File: config.mk
export PLATFORM = sky130hd
export DESIGN_NAME = mem_port_arbiter
export DESIGN_NICKNAME = d
export VERILOG_FILES = /design/src/rtl/calculator_pkg.sv /design/src/rtl/mem_port_arbiter.sv
export SDC_FILE = /design/constraint.sdc
export NUM_CORES = 1
export LEC_CHECK = 0
export CORE_AREA = 3 3 163 165
export DETAILED_ROUTE_END_ITERATION = 12
export DIE_AREA = 0 0 166 168
export PLACE_DENSITY = 0.45
export SETUP_SLACK_MARGIN = 0.5
export SLEW_MARGIN = 10
export SYNTH_ARGS = -nofsm -noshare
export SYNTH_HDL_FRONTEND = slang
export SYNTH_SLANG_ARGS = --single-unit
File: constraint.sdc
create_clock -name clk_i -period 4.1 [get_ports clk_i]
set_clock_uncertainty 0.2 [all_clocks]
set_input_delay 1.23 -clock clk_i [delete_from_list [all_inputs] [get_ports clk_i]]
set_output_delay 1.23 -clock clk_i [all_outputs]
set_load 0.03 [all_outputs]
File: src/rtl/calculator_pkg.sv
// Shared calculator parameters and the memory request payload.
//   ADDR_W        : word address width of the operand/result SRAM
//   MEM_WORD_SIZE : SRAM word width
//   mem_req_t     : one requester's write-enable, address and write data
package calculator_pkg;

  localparam int unsigned ADDR_W        = 8;
  localparam int unsigned MEM_WORD_SIZE = 64;

  typedef struct packed {
    logic                     we;
    logic [ADDR_W-1:0]        addr;
    logic [MEM_WORD_SIZE-1:0] wdata;
  } mem_req_t;

endpackage

File: src/rtl/mem_port_arbiter.sv
// mem_port_arbiter: shares the calculator's single-port SRAM between the
// controller (requester 0) and the host/debug loader (requester 1).
//
// Ports (x = 0 controller, x = 1 host):
//   clk_i, rst_ni             clock, asynchronous active-low reset
//   req_x, lock_x, we_x       request, keep-ownership request, write enable
//   addr_x, wdata_x           word address and write data
//   gnt_x                     combinational grant, transfer happens this edge
//   rvalid_x, rdata_x         read return, one cycle after a read grant
//   mem_read, mem_write       SRAM strobes from the granted requester
//   mem_addr, mem_wdata       SRAM address/data from the granted requester
//   mem_rdata                 SRAM read data, valid the cycle after mem_read
//   owner                     00 unlocked, 01 requester 0, 10 requester 1
//
// Build option: define MEM_ARB_RR_EN for round-robin contention resolution;
// otherwise requester 0 has fixed priority.
module mem_port_arbiter
  import calculator_pkg::*;
#(
  parameter int unsigned MAX_BURST = 4
) (
  input  logic                     clk_i,
  input  logic                     rst_ni,

  input  logic                     req_0,
  input  logic                     lock_0,
  input  logic                     we_0,
  input  logic [ADDR_W-1:0]        addr_0,
  input  logic [MEM_WORD_SIZE-1:0] wdata_0,
  output logic                     gnt_0,
  output logic                     rvalid_0,
  output logic [MEM_WORD_SIZE-1:0] rdata_0,

  input  logic                     req_1,
  input  logic                     lock_1,
  input  logic                     we_1,
  input  logic [ADDR_W-1:0]        addr_1,
  input  logic [MEM_WORD_SIZE-1:0] wdata_1,
  output logic                     gnt_1,
  output logic                     rvalid_1,
  output logic [MEM_WORD_SIZE-1:0] rdata_1,

  output logic                     mem_read,
  output logic                     mem_write,
  output logic [ADDR_W-1:0]        mem_addr,
  output logic [MEM_WORD_SIZE-1:0] mem_wdata,
  input  logic [MEM_WORD_SIZE-1:0] mem_rdata,

  output logic [1:0]               owner
);

  localparam int unsigned CNT_W  = 4;
  localparam int unsigned HOLD_W = CNT_W + 1;

  // Encoding doubles as the owner output.
  typedef enum logic [1:0] {
    ST_ARB  = 2'b00,
    ST_OWN0 = 2'b01,
    ST_OWN1 = 2'b10
  } state_e;

  state_e             state_q, state_d;
  logic [CNT_W-1:0]   burst_cnt_q, burst_cnt_d;
  logic               force_other_q, force_other_d;
  logic               force_id_q, force_id_d;
  logic               rd_pend_q, rd_pend_d;
  logic               rd_id_q, rd_id_d;

  logic               gnt0_c, gnt1_c;
  logic               win1_c;
  logic               prio_win1_c;
  logic               hold_expired_c;
  logic [CNT_W-1:0]   cnt_inc_c;
  mem_req_t           req0_s, req1_s, win_req_c;

  // Contention winner in ARB when no forced hand-over is pending.
`ifdef MEM_ARB_RR_EN
  logic last_gnt_q, last_gnt_d;

  assign prio_win1_c = ~last_gnt_q;

  always_comb begin
    last_gnt_d = last_gnt_q;
    if (gnt_1) begin
      last_gnt_d = 1'b1;
    end else if (gnt_0) begin
      last_gnt_d = 1'b0;
    end
  end

  // Resets to 1 so requester 0 wins the first contention.
  always_ff @(posedge clk_i or negedge rst_ni) begin
    if (!rst_ni) begin
      last_gnt_q <= 1'b1;
    end else begin
      last_gnt_q <= last_gnt_d;
    end
  end
`else
  assign prio_win1_c = 1'b0;
`endif

  // Hold counter: saturating, advances every owned cycle.
  assign cnt_inc_c = (burst_cnt_q >= CNT_W'(MAX_BURST)) ? burst_cnt_q
                                                          : burst_cnt_q + CNT_W'(1);

  // Cycles held by the end of this one: the locking grant cycle, the owned
  // cycles already counted, and the current cycle. The '>=' keeps a saturated
  // counter from ever blocking the release.
  assign hold_expired_c = (HOLD_W'(burst_cnt_q) + HOLD_W'(2)) >= HOLD_W'(MAX_BURST);

  // Next-state and grant decode.
  always_comb begin
    state_d       = state_q;
    burst_cnt_d   = burst_cnt_q;
    force_other_d = 1'b0;
    force_id_d    = force_id_q;
    gnt0_c        = 1'b0;
    gnt1_c        = 1'b0;
    win1_c        = 1'b0;

    case (state_q)
      ST_ARB: begin
        if (req_0 && req_1) begin
          win1_c = force_other_q ? force_id_q : prio_win1_c;
        end else begin
          win1_c = req_1;
        end
        gnt0_c = req_0 & ~win1_c;
        gnt1_c = req_1 & win1_c;
        if (gnt0_c && lock_0) begin
          state_d     = ST_OWN0;
          burst_cnt_d = '0;
        end else if (gnt1_c && lock_1) begin
          state_d     = ST_OWN1;
          burst_cnt_d = '0;
        end
      end

      ST_OWN0: begin
        gnt0_c      = req_0;
        burst_cnt_d = cnt_inc_c;
        // A voluntary release takes precedence over a forced one.
        if (!lock_0) begin
          state_d = ST_ARB;
        end else if (req_1 && hold_expired_c) begin
          state_d       = ST_ARB;
          force_other_d = 1'b1;
          force_id_d    = 1'b1;
        end
      end

      ST_OWN1: begin
        gnt1_c      = req_1;
        burst_cnt_d = cnt_inc_c;
        if (!lock_1) begin
          state_d = ST_ARB;
        end else if (req_0 && hold_expired_c) begin
          state_d       = ST_ARB;
          force_other_d = 1'b1;
          force_id_d    = 1'b0;
        end
      end

      default: begin
        state_d = ST_ARB;
      end
    endcase
  end

  // Grants are suppressed while reset is asserted.
  assign gnt_0 = gnt0_c & rst_ni;
  assign gnt_1 = gnt1_c & rst_ni;

  // Memory port driven from the granted requester.
  assign req0_s    = '{we: we_0, addr: addr_0, wdata: wdata_0};
  assign req1_s    = '{we: we_1, addr: addr_1, wdata: wdata_1};
  assign win_req_c = gnt_1 ? req1_s : req0_s;

  assign mem_read  = (gnt_0 | gnt_1) & ~win_req_c.we;
  assign mem_write = (gnt_0 | gnt_1) &  win_req_c.we;
  assign mem_addr  = win_req_c.addr;
  assign mem_wdata = win_req_c.wdata;

  // Read return tracking.
  assign rd_pend_d = mem_read;
  assign rd_id_d   = gnt_1;

  assign rvalid_0 = rd_pend_q & ~rd_id_q;
  assign rvalid_1 = rd_pend_q &  rd_id_q;
  assign rdata_0  = mem_rdata;
  assign rdata_1  = mem_rdata;

  assign owner = 2'(state_q);

  // State registers.
  always_ff @(posedge clk_i or negedge rst_ni) begin
    if (!rst_ni) begin
      state_q       <= ST_ARB;
      burst_cnt_q   <= '0;
      force_other_q <= 1'b0;
      force_id_q    <= 1'b0;
      rd_pend_q     <= 1'b0;
      rd_id_q       <= 1'b0;
    end else begin
      state_q       <= state_d;
      burst_cnt_q   <= burst_cnt_d;
      force_other_q <= force_other_d;
      force_id_q    <= force_id_d;
      rd_pend_q     <= rd_pend_d;
      rd_id_q       <= rd_id_d;
    end
  end

endmodule

==> flow_summary.yaml <==
outcome:
  status: "complete, no violations"
floorplan:
  rows: 58
  dieArea_sq_mm: 0.0279
  die_h_um: 168
  core_sq_mm: 0.0252
  die_x_um: 166
  io_pins: 424
  initial_core_util_pct: 11.0
flow_run:
  cap_violations: 0
sta:
  finalCritPeriodShare_pct: 99.6
  maxSlewHeadroom_pct: 72.3
  rsz0062_at_grt: "yes"
  worst_pin_slew_ns: 0.410
  fin_crit_ns: 4.08
  setup_slack_ns: 0.0164
  slew_violations: 0
  hold_violations: 0
  setup_violations: 0
  tns_ns: 0
  fin_hold_ws_ns: 0.364
  fmaxAchievable_mhz: 245
power:
  p_per_area_mw_per_mm2: 378
  vdd_drop_max_uv: 342
  p_leak_nw: 2.30
clocking:
  numClockSinks: 10
  root_buffer: "clkbuf_16"
  clockBufferDepth: 2
  cts_tree: "done"
  cts_hold_buf: 0
  clkTransAtPathRegs_ns: 0.04
  h-tree-depth: 1
  clk-insertion-delay-late_ns: 0.24
  cts_buffers: 3
synthesis:
  synthTopCellsByArea: "buf_4 (35%), mux2_4 (20%), mux2_2 (13%)"
  synth_fp_nets: 520
  synth_edf_count: 0
  synth_top_area_share_pct: 34.8
  ys.warnings.count: 0
  synth_cells: 298
  syn_area_per_cell_sq_um: 9.25
  synth_common_cells: "buf_4 (128), mux2_4 (36), mux2_2 (32)"
  yosysTopAreaCell: "buf_4"
  synthDistinctLibCells: 41
  synth-main-ff-cell: "dfrtp_1"
  synth-seq-area-share_pct: 9.07
  async_flop_share_pct: 100
  synth_seq_cells: 10
  yosysMostFrequentCell: "buf_4"
  netlist_area_sq_mm: 0.00276
global_routing:
  antenna_found_initial: 1
  grt_max_degree: 14
  overflow: 0
  grt_pass1_vias: 2835
  grt.total_usage_pct: 8.86
  grt_first_pass_wirelength_mm: 19.1
place:
  hpwlAfterDp_mm: 10.6
  post-place-ws_ns: -0.777
  io_buffers: 231
  gp_congestion: 0.846
  place_inst: 738
cells_and_area:
  area_growth_pct: 97.9
  fin_nets: 660
  fillCellCount: 2731
  drive_gt1_share_pct: 47.6
  antennaDiodeCount: 0
  post-route-util_pct: 21.7
  layoutNonFillerInstCount: 767
critical_path:
  cpPeakStageDelay_ns: 0.30
  arrival_ns: 2.65
  worstPathMaxFanout: 6
  critPathKind: "input port to primary output"
  crit_chain: "buf_6, a21boi_4, o21ai_4, buf_12, buf_12, buf_12, buf_12, buf_16, mux2_4, buf_6"
  end_kind: "primary output"
  cp.required_ns: 2.67
  cp_slowest_cell: "mux2_4"
  crit_top_cell: "buf_12"
  cp-start-kind: "input port"
route:
  dr.pass1.iters: 4
  viasPerCell: 3.42
  via_count: 2625
  drt_wl_total_mm: 13.4
  drt_iter0_drc: 52
  antenna_left: 0
  drc_errors: 0
  wire_per_inst_um: 17.5
worst_hold_path:
  hp-class: "flop to flop"
-- cells in the final DEF (no fill, tap or decap), drive strengths merged, types with 2 or more instances in the layout --
cell type and count:
a21o 2, a21oi 4, a221o 3, and2 2
and3 2, buf 121, clkbuf 4, clkdlybuf4s50 152
dfrtp 10, ha 6, inv 7, mux2 72
mux2i 3, nand2 9, nand3 4, nand3b 2
nand4b 2, nor2 5, nor3 3, o21ai 7
-- final timing paths --
| check | to | from | slack [ns] | depth (start not counted) |
|---|---|---|---|---|
| worst min-delay path | force_id_q | force_id_q | 0.36 | 1 |
| worst max register to register | rd_pend_q | owner[0] | 1.93 | 9 |
| min in group asynchronous | owner[1] | rst_ni | 0.70 | 2 |
| worst min register to register | force_id_q | force_id_q | 0.36 | 1 |
| worst max-delay path | mem_wdata[32] | req_0 | 0.02 | 10 |
| max in group asynchronous | burst_cnt_q[2] | rst_ni | 2.86 | 2 |
-- power breakdown --
part	switching (W)	total (W)	leakage, nW	internal (W)
clock	0.0000492	0.000196	0.0442	0.000147
sequential	0.0000374	0.000167	0.132	0.000130
combinational	0.000770	0.00170	2.12	0.000929
total	0.000857	0.00206	2.30	0.00121
-- critical path: cells and delay by family --
family	cells	cell delay (ns)
muxes	1	0.30
buffers and inverters	7	0.85
AOI/OAI and AO/OA	2	0.26
-- state kept, by name (all words and copies together) (netlist names) --
name           count
owner              2
force_id_q         1
force_other_q      1
rd_id_q            1
burst_cnt_q        4
rd_pend_q          1
-- repair_timing --
action,4_1_cts,5_1_grt
endpoints found under the setup margin,76,75
pin swaps,2,1
gates cloned,7,0
gates resized for setup,446,6
buffers inserted,16,2
-- kinds of logic after synthesis --
logic type / share of synthesized area, %
buf+inv: 38.7
mux: 35.4
simple gates: 6.85
compound gates: 7.21
flops: 9.07
fa+ha+maj: 2.72
-- area by class of cell --
type	instances	area, sq um	share of cell area [%]
inverter	7	26.3	0.481
sequential	10	250	4.59
clock buffer	4	88.8	1.63
multi-input combinational	143	1640	30.0
tap	330	413	7.57
timing repair buffer	273	3040	55.7
-- layer usage --
layer  GRT usage (%)  part of all wire (%)  up-vias
met3            4.81                    13       29
met1            11.1                    41     1173
met2            13.4                    44      242
met4            1.59                   1.7        2
li1                -                     -     1179
met5            2.26                  0.63        -
-- stage by stage --
stage,total power [W],instance area (sq um)
6_report,0.00206,5460
2_1_floorplan,0.00121,2860
4_1_cts,0.00207,5420
3_5_place_dp,0.00152,4630
3_3_place_gp,0.00151,4630
5_1_grt,0.00218,5460
Power figures use the tool's default switching activity.
